--- config.mk ---
export PLATFORM = sky130hd
export DESIGN_NAME = row_clear_sequencer
export DESIGN_NICKNAME = d
export VERILOG_FILES = /design/src/rtl/tetris_pkg.sv /design/src/rtl/row_clear_sequencer_sat_counter.sv /design/src/rtl/row_clear_sequencer.sv
export SDC_FILE = /design/constraint.sdc
export NUM_CORES = 1
export LEC_CHECK = 0
export ABC_AREA = 0
export CAP_MARGIN = 20
export CORE_MARGIN = 2
export CORE_UTILIZATION = 42
export DETAILED_ROUTE_END_ITERATION = 8
export GPL_ROUTABILITY_DRIVEN = 0
export PLACE_DENSITY_LB_ADDON = 0.05
export SYNTH_ARGS = -nofsm -noshare
export SYNTH_HDL_FRONTEND = slang
export SYNTH_SLANG_ARGS = --single-unit
--- constraint.sdc ---
create_clock -name clk -period 1.75 [get_ports clk]
set_input_delay 0.2625 -clock clk [delete_from_list [all_inputs] [get_ports clk]]
set_output_delay 0.2625 -clock clk [all_outputs]
set_load 0.01 [all_outputs]
--- src/rtl/tetris_pkg.sv ---
// Shared playfield geometry, score limit and row-clear state encoding.
// Used by the piece logic, the display scanner and the row-clear sequencer.
package tetris_pkg;

  localparam int ROWS      = 6;
  localparam int COLS      = 6;
  localparam int SCORE_MAX = 9;

  localparam logic [COLS-1:0] FULL_ROW = '1;

  typedef enum logic [1:0] {
    IDLE,
    SCAN,
    SHIFT,
    DONE
  } clr_state_t;

endpackage

--- src/rtl/row_clear_sequencer_sat_counter.sv ---
// 4-bit up-counter with synchronous clear that sticks at MAX.
// Clear has priority over increment.
module sat_counter #(
  parameter logic [3:0] MAX = 4'd9
) (
  input  logic       clk,
  input  logic       reset,
  input  logic       i_clr,
  input  logic       i_inc,
  output logic [3:0] o_q
);

  logic [3:0] r_q;

  always_ff @(posedge clk) begin
    if (reset || i_clr) begin
      r_q <= '0;
    end else if (i_inc && (r_q < MAX)) begin
      r_q <= r_q + 4'd1;
    end
  end

  assign o_q = r_q;

endmodule

--- src/rtl/row_clear_sequencer.sv ---
// Sweeps the playfield bottom-up after a lock, collapsing each full row
// one row per cycle and counting cleared rows into a saturating score.
import tetris_pkg::*;

module row_clear_sequencer #(
  parameter int ROWS      = tetris_pkg::ROWS,
  parameter int COLS      = tetris_pkg::COLS,
  parameter int SCORE_MAX = tetris_pkg::SCORE_MAX
) (
  input  logic            clk,
  input  logic            reset,
  input  logic            start,
  input  logic            clear_score,
  output logic [2:0]      rd_addr,
  input  logic [COLS-1:0] rd_data,
  output logic            wr_en,
  output logic [2:0]      wr_addr,
  output logic [COLS-1:0] wr_data,
  output logic            busy,
  output logic            done,
  output logic [3:0]      score,
  output logic            overflow
);

  localparam logic [2:0] LAST = 3'(ROWS - 1);

  clr_state_t r_state;
  logic [2:0] r_r;
  logic [2:0] r_d;
  logic       r_busy;
  logic       r_done;
  logic       r_ovf;
  logic       w_full;
  logic       w_inc;

  assign w_full = &rd_data;
  assign w_inc  = (r_state == SCAN) && w_full;

  always_ff @(posedge clk) begin
    if (reset) begin
      r_state <= IDLE;
      r_r     <= '0;
      r_d     <= '0;
      r_busy  <= 1'b0;
      r_done  <= 1'b0;
    end else begin
      unique case (r_state)
        IDLE: begin
          if (start) begin
            r_state <= SCAN;
            r_r     <= LAST;
            r_busy  <= 1'b1;
          end
        end
        SCAN: begin
          if (w_full) begin
            r_d     <= r_r;
            r_state <= SHIFT;
          end else if (r_r == 3'd0) begin
            r_state <= DONE;
            r_done  <= 1'b1;
          end else begin
            r_r <= r_r - 3'd1;
          end
        end
        // r is left alone so the collapsed row gets rescanned
        SHIFT: begin
          if (r_d != 3'd0) begin
            r_d <= r_d - 3'd1;
          end else begin
            r_state <= SCAN;
          end
        end
        DONE: begin
          r_state <= IDLE;
          r_busy  <= 1'b0;
          r_done  <= 1'b0;
        end
        default: begin
          r_state <= IDLE;
          r_busy  <= 1'b0;
          r_done  <= 1'b0;
        end
      endcase
    end
  end

  always_ff @(posedge clk) begin
    if (reset || clear_score) begin
      r_ovf <= 1'b0;
    end else if ((r_state == DONE) && (rd_data != '0)) begin
      r_ovf <= 1'b1;
    end
  end

  always_comb begin
    rd_addr = '0;
    wr_en   = 1'b0;
    wr_addr = '0;
    wr_data = '0;
    unique case (r_state)
      SCAN: begin
        rd_addr = r_r;
      end
      SHIFT: begin
        wr_en   = 1'b1;
        wr_addr = r_d;
        if (r_d != 3'd0) begin
          rd_addr = r_d - 3'd1;
          wr_data = rd_data;
        end
      end
      default: begin
        rd_addr = '0;
      end
    endcase
  end

  sat_counter #(
    .MAX (4'(SCORE_MAX))
  ) u_score (
    .clk   (clk),
    .reset (reset),
    .i_clr (clear_score),
    .i_inc (w_inc),
    .o_q   (score)
  );

  assign busy     = r_busy;
  assign done     = r_done;
  assign overflow = r_ovf;

endmodule

# Word level (Yosys, flattened, before mapping)
# Cells that the tools add are included.
totals:
  reg_bits: 15
  in_bits: 10
  out_inout_bits: 20
  wordCells: 63
classes:
  add_sub_neg: 3
  magnitude_cmp: 1
  eq_ne: 11
  muxes: 23
  reduce_logical: 18
ops:
  columns: ["cell", "n"]
  rows:
  - ["two-way mux 3 bit", 7]
  - ["case mux 3 bit (2 select lines)", 3]
  - ["two-way mux 6 bit", 2]
  - ["!= test 2 bit, second input constant", 6]
  - ["AND reduction 3 bit", 3]
  - ["two-way mux 2 bit", 4]
  - ["case mux 2 bit (4 select lines)", 1]
  - ["nonzero test 2 bit", 4]
  - ["AND reduction 6 bit", 1]
  - ["nonzero test 6 bit", 1]
  - ["subtractor 3 x 1 -> 3 bit, second input constant", 2]
  - ["adder 4 x 1 -> 4 bit, second input constant", 1]
  - ["equality test 2 bit, second input constant", 2]
  - ["less-than comparator 4 bit, second input constant", 1]
  - ["two-way mux 1 bit", 4]
  - ["case mux 1 bit (2 select lines)", 2]
  - ["AND reduction 4 bit", 1]
  - ["logical AND 1 bit", 3]
  - ["zero test 3 bit", 1]
  - ["!= test 3 x 2 -> 1 bit, second input constant", 1]
  - ["nonzero test 3 bit", 1]
  - ["equality test 2 x 1 -> 1 bit, second input constant", 1]
  - ["zero test 2 bit", 1]
  - ["!= test 2 x 1 -> 1 bit, second input constant", 1]
  - ["other kinds (2)", 2]

# Depth between registers and ports, before layout
# Gate-level depths: netlist of run 1.
depth:
  ltp_word: 4
  depth_mapped: 7
  ltp_nobuf: 7

# Hierarchy
# Synthesis of run 1 repeated with hierarchy kept, for this count alone.
hier_totals:
  hier_cells: 134
  area_unflattened_um2: 1073.5
by_module_without_submodules:
  columns: ["module", "instances", "cells_per_inst", "area_per_inst_um2", "seq_area_each_um2"]
  rows:
  - ["row_clear_sequencer", 1, 110, 844.6, 220.2]
  - ["sat_counter", 1, 24, 229.0, 80.1]

# Worst setup path before layout of run 1
# No wires, ideal clock.
synth_timing:
  path_type: "reg-to-reg"
  from: "register r_state[1]"
  to: "register r_r[0]"
  setup_ps: 117
  t_arrival_ps: 1572
  t_required_ps: 1633
  path_slack_ps: 62
  path_stages_with_launch: 7
  n_path_buf: 1
  period_less_slack_ps: 1688
  path_cell_list: "dfxtp_1 inv_1 ha_1 buf_2 a211o_1 or3_1 a22o_1"
synth_via:
  elab_chain_cells: 3
  elab_cells_between_ends: 8
  classes_between: "4 x eq/ne; 1 x mux; 3 x reduce/logical"
synth_lines:
  columns: ["element", "line_no", "text"]
  rows:
  - ["start, declared", "row_clear_sequencer.sv:27", "clr_state_t r_state;"]
  - ["start signal, assigned", "row_clear_sequencer.sv:41", "r_state <= IDLE;"]
  - ["start signal, assigned", "row_clear_sequencer.sv:50", "r_state <= SCAN;"]
  - ["start signal, assigned", "row_clear_sequencer.sv:58", "r_state <= SHIFT;"]
  - ["equality test 2 x 1 -> 1 bit or zero test 2 bit (tied branches)", "row_clear_sequencer.sv:47", "unique case (r_state)"]
  - ["!= test 2 bit (no source line) or nonzero test 2 bit (tied branches)", null, null]
  - ["AND reduction 4 bit (no source line)", null, null]
  - ["end signal, assigned", "row_clear_sequencer.sv:63", "r_r <= r_r - 3'd1;"]
  - ["end, declared", "row_clear_sequencer.sv:28", "logic [2:0] r_r;"]
# Several ways; a longest one is shown, not always the timed one.
# A chain may end at the register's enable or synchronous reset.

# Final worst setup path of run 1
layout_timing:
  from: "register r_d[0]"
  to: "output port wr_data[1]"
layout_via:
  elab_chain_cells: 3
layout_lines:
  columns: ["element", "line_no", "text"]
  rows:
  - ["start, declared", "row_clear_sequencer.sv:29", "logic [2:0] r_d;"]
  - ["start signal, assigned", "row_clear_sequencer.sv:57", "r_d <= r_r;"]
  - ["start signal, assigned", "row_clear_sequencer.sv:69", "r_d <= r_d - 3'd1;"]
  - ["nonzero test 3 bit", "row_clear_sequencer.sv:108", "if (r_d != 3'd0) begin"]
  - ["two-way mux 6 bit", "row_clear_sequencer.sv:108", null]
  - ["two-way mux 6 bit", "row_clear_sequencer.sv:101", "unique case (r_state)"]
  - ["end, declared", "row_clear_sequencer.sv:18", "output logic [COLS-1:0] wr_data,"]
# Every way passes these cells.

==> results of run 1 <==
[layout by cell type (no fill, tap or decap), drive strengths merged, types with 3 or more instances in the layout]
master,n
a21oi,8
and2,12
buf,43
clkbuf,5
clkdlybuf4s50,16
dfxtp,15
ha,11
inv,14
nand2,7
nand2b,3
nand4,3
nor2,8
nor2b,3
nor3,5
o21ai,9
[routing by layer]
metal / wire, um / global-route usage, % / up-vias
met3: 187 / 3.01 / 2
li1: - / - / 605
met1: 1350 / 26.3 / 577
met4: 10 / 6.25 / 0
met5: 0 / 0 / -
met2: 1590 / 38.2 / 37
[worst paths after layout]
kind                               to  cells past startpoint  slack (ns)                    start
setup / recovery           wr_data[1]                      7       -0.03      r_d[0]$_SDFFE_PP0P_
hold / removal      done$_SDFFE_PP0P_                      2        0.48        done$_SDFFE_PP0P_
setup reg to reg  r_d[0]$_SDFFE_PP0P_                      7        0.01  r_state[0]$_SDFFE_PP0P_
hold reg to reg     done$_SDFFE_PP0P_                      2        0.48        done$_SDFFE_PP0P_
[cells by family after synthesis]
kind of cell | Yosys count
simple gates | 49
compound gates | 39
buf+inv | 18
flops | 15
fa+ha+maj | 11
xor+xnor | 1
mux | 1
[where the power goes]
| part | leakage (nW) | internal [mW] | switching, mW |
|---|---|---|---|
| registers | 0.125 | 0.456 | 0.0984 |
| clock network | 0.0177 | 0.0848 | 0.126 |
| logic | 0.619 | 0.985 | 0.813 |
| total | 0.762 | 1.53 | 1.04 |
[synthesized netlist by cell type (2+ instances only)]
cell type	instances
a21boi_0	2
o21ai_0	9
nor2b_1	2
and2_1	12
nand2_1	7
a211o_1	2
clkbuf_1	3
o2111ai_1	2
a21oi_1	8
nand2b_1	3
a31oi_1	2
o22ai_1	2
dfxtp_1	15
inv_1	14
o211ai_1	2
nand3_1	2
nor2_1	8
nor3_1	5
nand4_1	3
ha_1	11
[sequential cells by signal (all words and copies together) (netlist names)]
signal / flops
r_d: 3
overflow: 1
busy: 1
r_r: 3
u_score.o_q: 4
r_state: 2
done: 1
[critical path, stage by stage (launching register included)]
cell and delay, ns:
dfxtp_2 0.36, inv_2 0.06, ha_4 0.16, ha_4 0.17
nor2b_4 0.11, buf_6 0.13, and2_1 0.12, buf_2 0.12
[cell type report]
type                       instances  area, um^2  area share, %
multi-input combinational        101         838           46.3
timing repair buffer              63         536           29.6
sequential                        15         313           17.3
inverter                          14        57.6           3.18
tap                               30        37.5           2.07
clock buffer                       3        22.5           1.24
clock inverter                     1        5.00          0.277
[stage by stage]
step	total power, mW	setup slack [ns]
floorplan	1.23	0.0617
global placement	1.85	-0.208
detailed placement	1.89	-0.243
CTS	2.22	-0.0535
global route	2.77	-0.0834
finish	2.56	-0.0281
[timing repair]
item | in CTS | in global routing
buffers inserted | 1 | 5
endpoints found under the hold margin | 0 | 0
endpoints found under the setup margin | 16 | 17
gates resized for setup | 59 | 38
pin swaps | 8 | 7
==> flow_metrics.py, run 1 <==
metrics = {
    "power": {
        "vdd.ir_drop.worst_mv": 1.03,
        "power_density_nw_per_um2": 1420,
        "p_leak_nw": 0.762,
    },
    "clocking": {
        "clkLatencyLatePin_ns": 0.29,
        "cts_hold_buf": 0,
        "cts_max_level": 1,
        "max-clock-path-buffers": 2,
        "cts_inserted_buffers": 3,
        "cts_tree": "built",
        "cts.reportedPaths.clkPinSlew_ns": 0.11,
        "clockRootBuffer": "clkbuf_4",
        "cts.sinks": 15,
    },
    "floorplan": {
        "fp-row-count": 18,
        "die_w_um": 54.5,
        "die_y_um": 54.5,
        "die_area_um2": 2970,
        "io_pins": 30,
        "coreArea_um2": 2450,
        "start_util_pct": 43.6,
    },
    "worst_setup_path": {
        "cp.arrival_ns": 1.52,
        "cp-end-kind": "output port",
        "worstSetupPathType": "flop to output port",
        "worstPathMaxFanout": 7,
        "cp-start-kind": "flop",
        "required_ns": 1.49,
    },
    "yosys": {
        "synthCells": 134,
        "synth.area.mux_share_pct": 0.935,
        "yosys.area.top_type": "dfxtp_1",
        "synth_top_family_by_area": "compound AO/OA/AOI/OAI gates",
        "syn_nets": 155,
        "ys.flop_type": "dfxtp_1",
        "synth-xor-area-share_pct": 0.818,
        "ys_seq_elements": 15,
        "ys_seq_area_share_pct": 28.0,
        "synthTopCellsByArea": "dfxtp_1, ha_1, and2_1",
        "synth_compound_area_share_pct": 26.1,
        "async_flop_share_pct": 0,
        "synth_fa_ha_area_share_pct": 12.9,
        "yosysUniqueCellTypes": 40,
        "synthSimpleGateAreaFrac_pct": 24.9,
        "synth_warnings": 0,
        "syn_area_um2": 1070,
        "syn_avg_cell_area_um2": 7.99,
        "synth-edff-count": 0,
        "synth_top_area_share_pct": 28.0,
    },
    "place": {
        "hpwl_mm": 2.28,
        "port_buffers": 29,
        "placed_area_um2": 1590,
        "dp_cells": 217,
    },
    "timing": {
        "rsz0062_at_grt": "yes",
        "max_freq_ghz": 0.562,
        "period_needed_ns": 1.78,
        "slew_viol_final": 0,
        "finalSetupTns_ns": -0.0712,
        "maxSlewHeadroom_pct": 78.3,
        "fin_hold_ws_ns": 0.477,
        "setup_violations": 7,
        "post-route-period-util_pct": 102,
        "finalHoldViolations": 0,
        "layout_setup_ws_ns": -0.0281,
        "worst_slew_pin_slew_ns": 0.322,
        "clock_skew_ns": 0.00694,
    },
    "detailed_routing": {
        "first_pass_iters": 4,
        "vias_per_cell": 5.38,
        "vias": 1221,
        "drtAntennaViolNets": 0,
        "drcViolationCount": 0,
        "wl_mm": 3.14,
        "drt_iter0_drc": 20,
        "wire_per_inst_um": 13.8,
    },
    "outcome": {
        "status": "finished with violations",
        "violations": "setup timing",
    },
    "layout": {
        "drive_above_1_share_pct": 42.1,
        "n_antenna_cell": 0,
        "instances_no_fill": 227,
        "nets": 219,
        "stdcell_area_um2": 1810,
        "fill_cells": 196,
        "postLayoutCoreUtil_pct": 73.7,
        "areaGrowthSynthToFinish_pct": 68.9,
    },
    "job": {
        "cap_violations": 0,
    },
    "worst_hold_path": {
        "hold_path.class": "flop to flop",
    },
    "global_route": {
        "grt_overflow": 0,
        "antenna_found_initial": 0,
        "grt_pass1_vias": 1076,
        "grt_pass1_wl_mm": 4.60,
        "grt_max_degree": 15,
        "grt_usage_pct": 21.3,
    },
}
No activity file was read; power rests on OpenSTA's default activity.
==> run 2, diff against run 1 <==
- CELL_PAD_IN_SITES_DETAIL_PLACEMENT: default -> 1
- CELL_PAD_IN_SITES_GLOBAL_PLACEMENT: default -> 1
- CORE_UTILIZATION: 42 -> 31
==> flow_metrics.py, run 2 (synthesis gave the netlist of run 1 again) <==
metrics = {
    "detailed_routing": {
        "drcViolationCount": 0,
        "first_pass_iters": 4,
        "vias": 1238,
        "drt_iter0_drc": 23,
        "wire_per_inst_um": 15.8,
        "wl_mm": 3.86,
        "vias_per_cell": 5.07,
        "drtAntennaViolNets": 0,
    },
    "clocking": {
        "cts.sinks": 15,
        "clockRootBuffer": "clkbuf_4",
        "max-clock-path-buffers": 2,
        "cts.reportedPaths.clkPinSlew_ns": 0.10,
        "cts_max_level": 1,
        "cts_tree": "built",
        "cts_inserted_buffers": 3,
        "clkLatencyLatePin_ns": 0.31,
    },
    "layout": {
        "drive_above_1_share_pct": 42.4,
        "areaGrowthSynthToFinish_pct": 69.9,
        "largest_reg_flops": 4,
        "postLayoutCoreUtil_pct": 54.5,
        "n_antenna_cell": 0,
        "fill_cells": 416,
        "nets": 220,
        "mostFrequentLayoutCell": "buf_4",
        "mostFrequentLayoutCells": "buf_4, clkdlybuf4s50_1, dfxtp_1",
    },
    "timing": {
        "fin_hold_ws_ns": 0.491,
        "finalSetupTns_ns": -0.0845,
        "slew_viol_final": 0,
        "maxSlewHeadroom_pct": 75.3,
        "layout_setup_ws_ns": -0.0256,
        "clock_skew_ns": 0.00316,
        "rsz0062_at_grt": "yes",
        "period_needed_ns": 1.78,
        "setup_violations": 9,
        "max_freq_ghz": 0.563,
        "worst_slew_pin_slew_ns": 0.366,
        "finalHoldViolations": 0,
        "post-route-period-util_pct": 101,
    },
    "worst_setup_path": {
        "rr_worst_depth": 7,
        "worstPathCellList": "inv_2 -> ha_4 -> ha_4 -> nand2b_4 -> o22ai_2 -> and2_4 -> buf_6",
        "r2r_end": "r_d[0]$_SDFFE_PP0P_",
        "worstPathMaxFanout": 3,
        "reg2reg_from": "r_state[0]$_SDFFE_PP0P_",
        "reg2reg_slack_ns": -0.01,
        "cp-end-kind": "output port",
        "path_delay_family": "flip-flops",
        "cp-start-kind": "flop",
        "slowest_delay_ns": 0.35,
        "worstSetupPathType": "flop to output port",
        "required_ns": 1.49,
        "worst-path-buf-inv": 2,
        "critPathSlowestCell": "dfxtp_2",
        "cp.arrival_ns": 1.51,
        "cpMostUsedCell": "ha_4",
    },
    "global_route": {
        "grt_pass1_vias": 1353,
        "antenna_found_initial": 0,
        "grt_usage_pct": 19.8,
        "grt_overflow": 0,
        "grt_pass1_wl_mm": 6.23,
        "grt_max_degree": 15,
    },
    "worst_hold_path": {
        "hold_end": "busy$_SDFFE_PP0P_",
        "hold_path.class": "flop to flop",
        "min_from": "busy$_SDFFE_PP0P_",
        "worstHoldPathCells": 2,
    },
    "place": {
        "hpwl_mm": 2.78,
        "port_buffers": 29,
    },
    "job": {
        "cap_violations": 0,
    },
    "floorplan": {
        "die_w_um": 62.8,
        "io_pins": 30,
        "coreArea_um2": 3340,
        "fp-row-count": 21,
        "die_y_um": 62.8,
        "start_util_pct": 32.1,
        "die_area_um2": 3940,
    },
    "outcome": {
        "status": "finished with violations",
        "violations": "setup timing",
    },
    "power": {
        "p_leak_nw": 0.759,
        "vdd.ir_drop.worst_mv": 0.740,
        "power_density_nw_per_um2": 1440,
    },
}
## run 2: routing by layer
layer	vias up	GRT usage, %	wire length (um)
met5	-	0	0
met2	31	34.8	2030
met3	5	4.14	127
met1	594	23.6	1660
li1	608	-	-
met4	0	7.50	50
## run 2: timing repair
item,CTS,global route
hold endpoints to repair,0,0
setup buffers,1,1
resized for setup,60,34
endpoints found under the setup margin,19,17
hold buffers,0,0
pin swaps,9,10
## run 2: how the worst max path moves through the flow
stage / end / depth (start not counted) / start / slack (ns)
final: rd_addr[1] / 7 / r_d[0]$_SDFFE_PP0P_ / -0.03
after floorplan: r_r[0]$_SDFFE_PP0P_ / 6 / r_state[1]$_SDFFE_PP0P_ / 0.06
after detailed placement: wr_data[1] / 7 / r_d[0]$_SDFFE_PP0P_ / -0.28
after global routing: r_d[0]$_SDFFE_PP0P_ / 7 / r_state[0]$_SDFFE_PP0P_ / -0.08
after global placement: wr_data[1] / 7 / r_d[0]$_SDFFE_PP0P_ / -0.24
after CTS: wr_data[1] / 7 / r_d[0]$_SDFFE_PP0P_ / -0.07
## run 2: final cells by class
cell class / count / area (um^2) / area share (%)
Multi-Input combinational cell: 101 / 836 / 45.9
Timing Repair Buffer: 64 / 539 / 29.6
Sequential cell: 15 / 308 / 16.9
Tap cell: 46 / 57.6 / 3.16
Inverter: 14 / 52.6 / 2.89
Clock buffer: 4 / 26.3 / 1.44
## run 2: power breakdown
| group | leakage (nW) | switching [mW] | internal (mW) | total [mW] |
|---|---|---|---|---|
| Clock | 0.0150 | 0.132 | 0.0892 | 0.222 |
| Combinational | 0.620 | 0.893 | 0.978 | 1.87 |
| Sequential | 0.124 | 0.0795 | 0.448 | 0.527 |
## run 2: through the flow
step / instance area [um^2] / std cells / setup slack (ns) / power (mW)
after floorplan: 1070 / 134 / 0.0617 / 1.23
after global placement: 1650 / 238 / -0.236 / 1.98
after detailed placement: 1650 / 238 / -0.285 / 2.03
after CTS: 1690 / 243 / -0.0688 / 2.35
after global routing: 1820 / 244 / -0.0801 / 2.82
final: 1820 / 244 / -0.0256 / 2.62
## run 2: worst reg2reg max path: stages (launching register included)
cell	delay (ns)
dfxtp_4	0.38
inv_2	0.06
ha_4	0.18
buf_4	0.16
nand2_1	0.10
o21ai_2	0.07
or4_4	0.55
a31oi_4	0.18
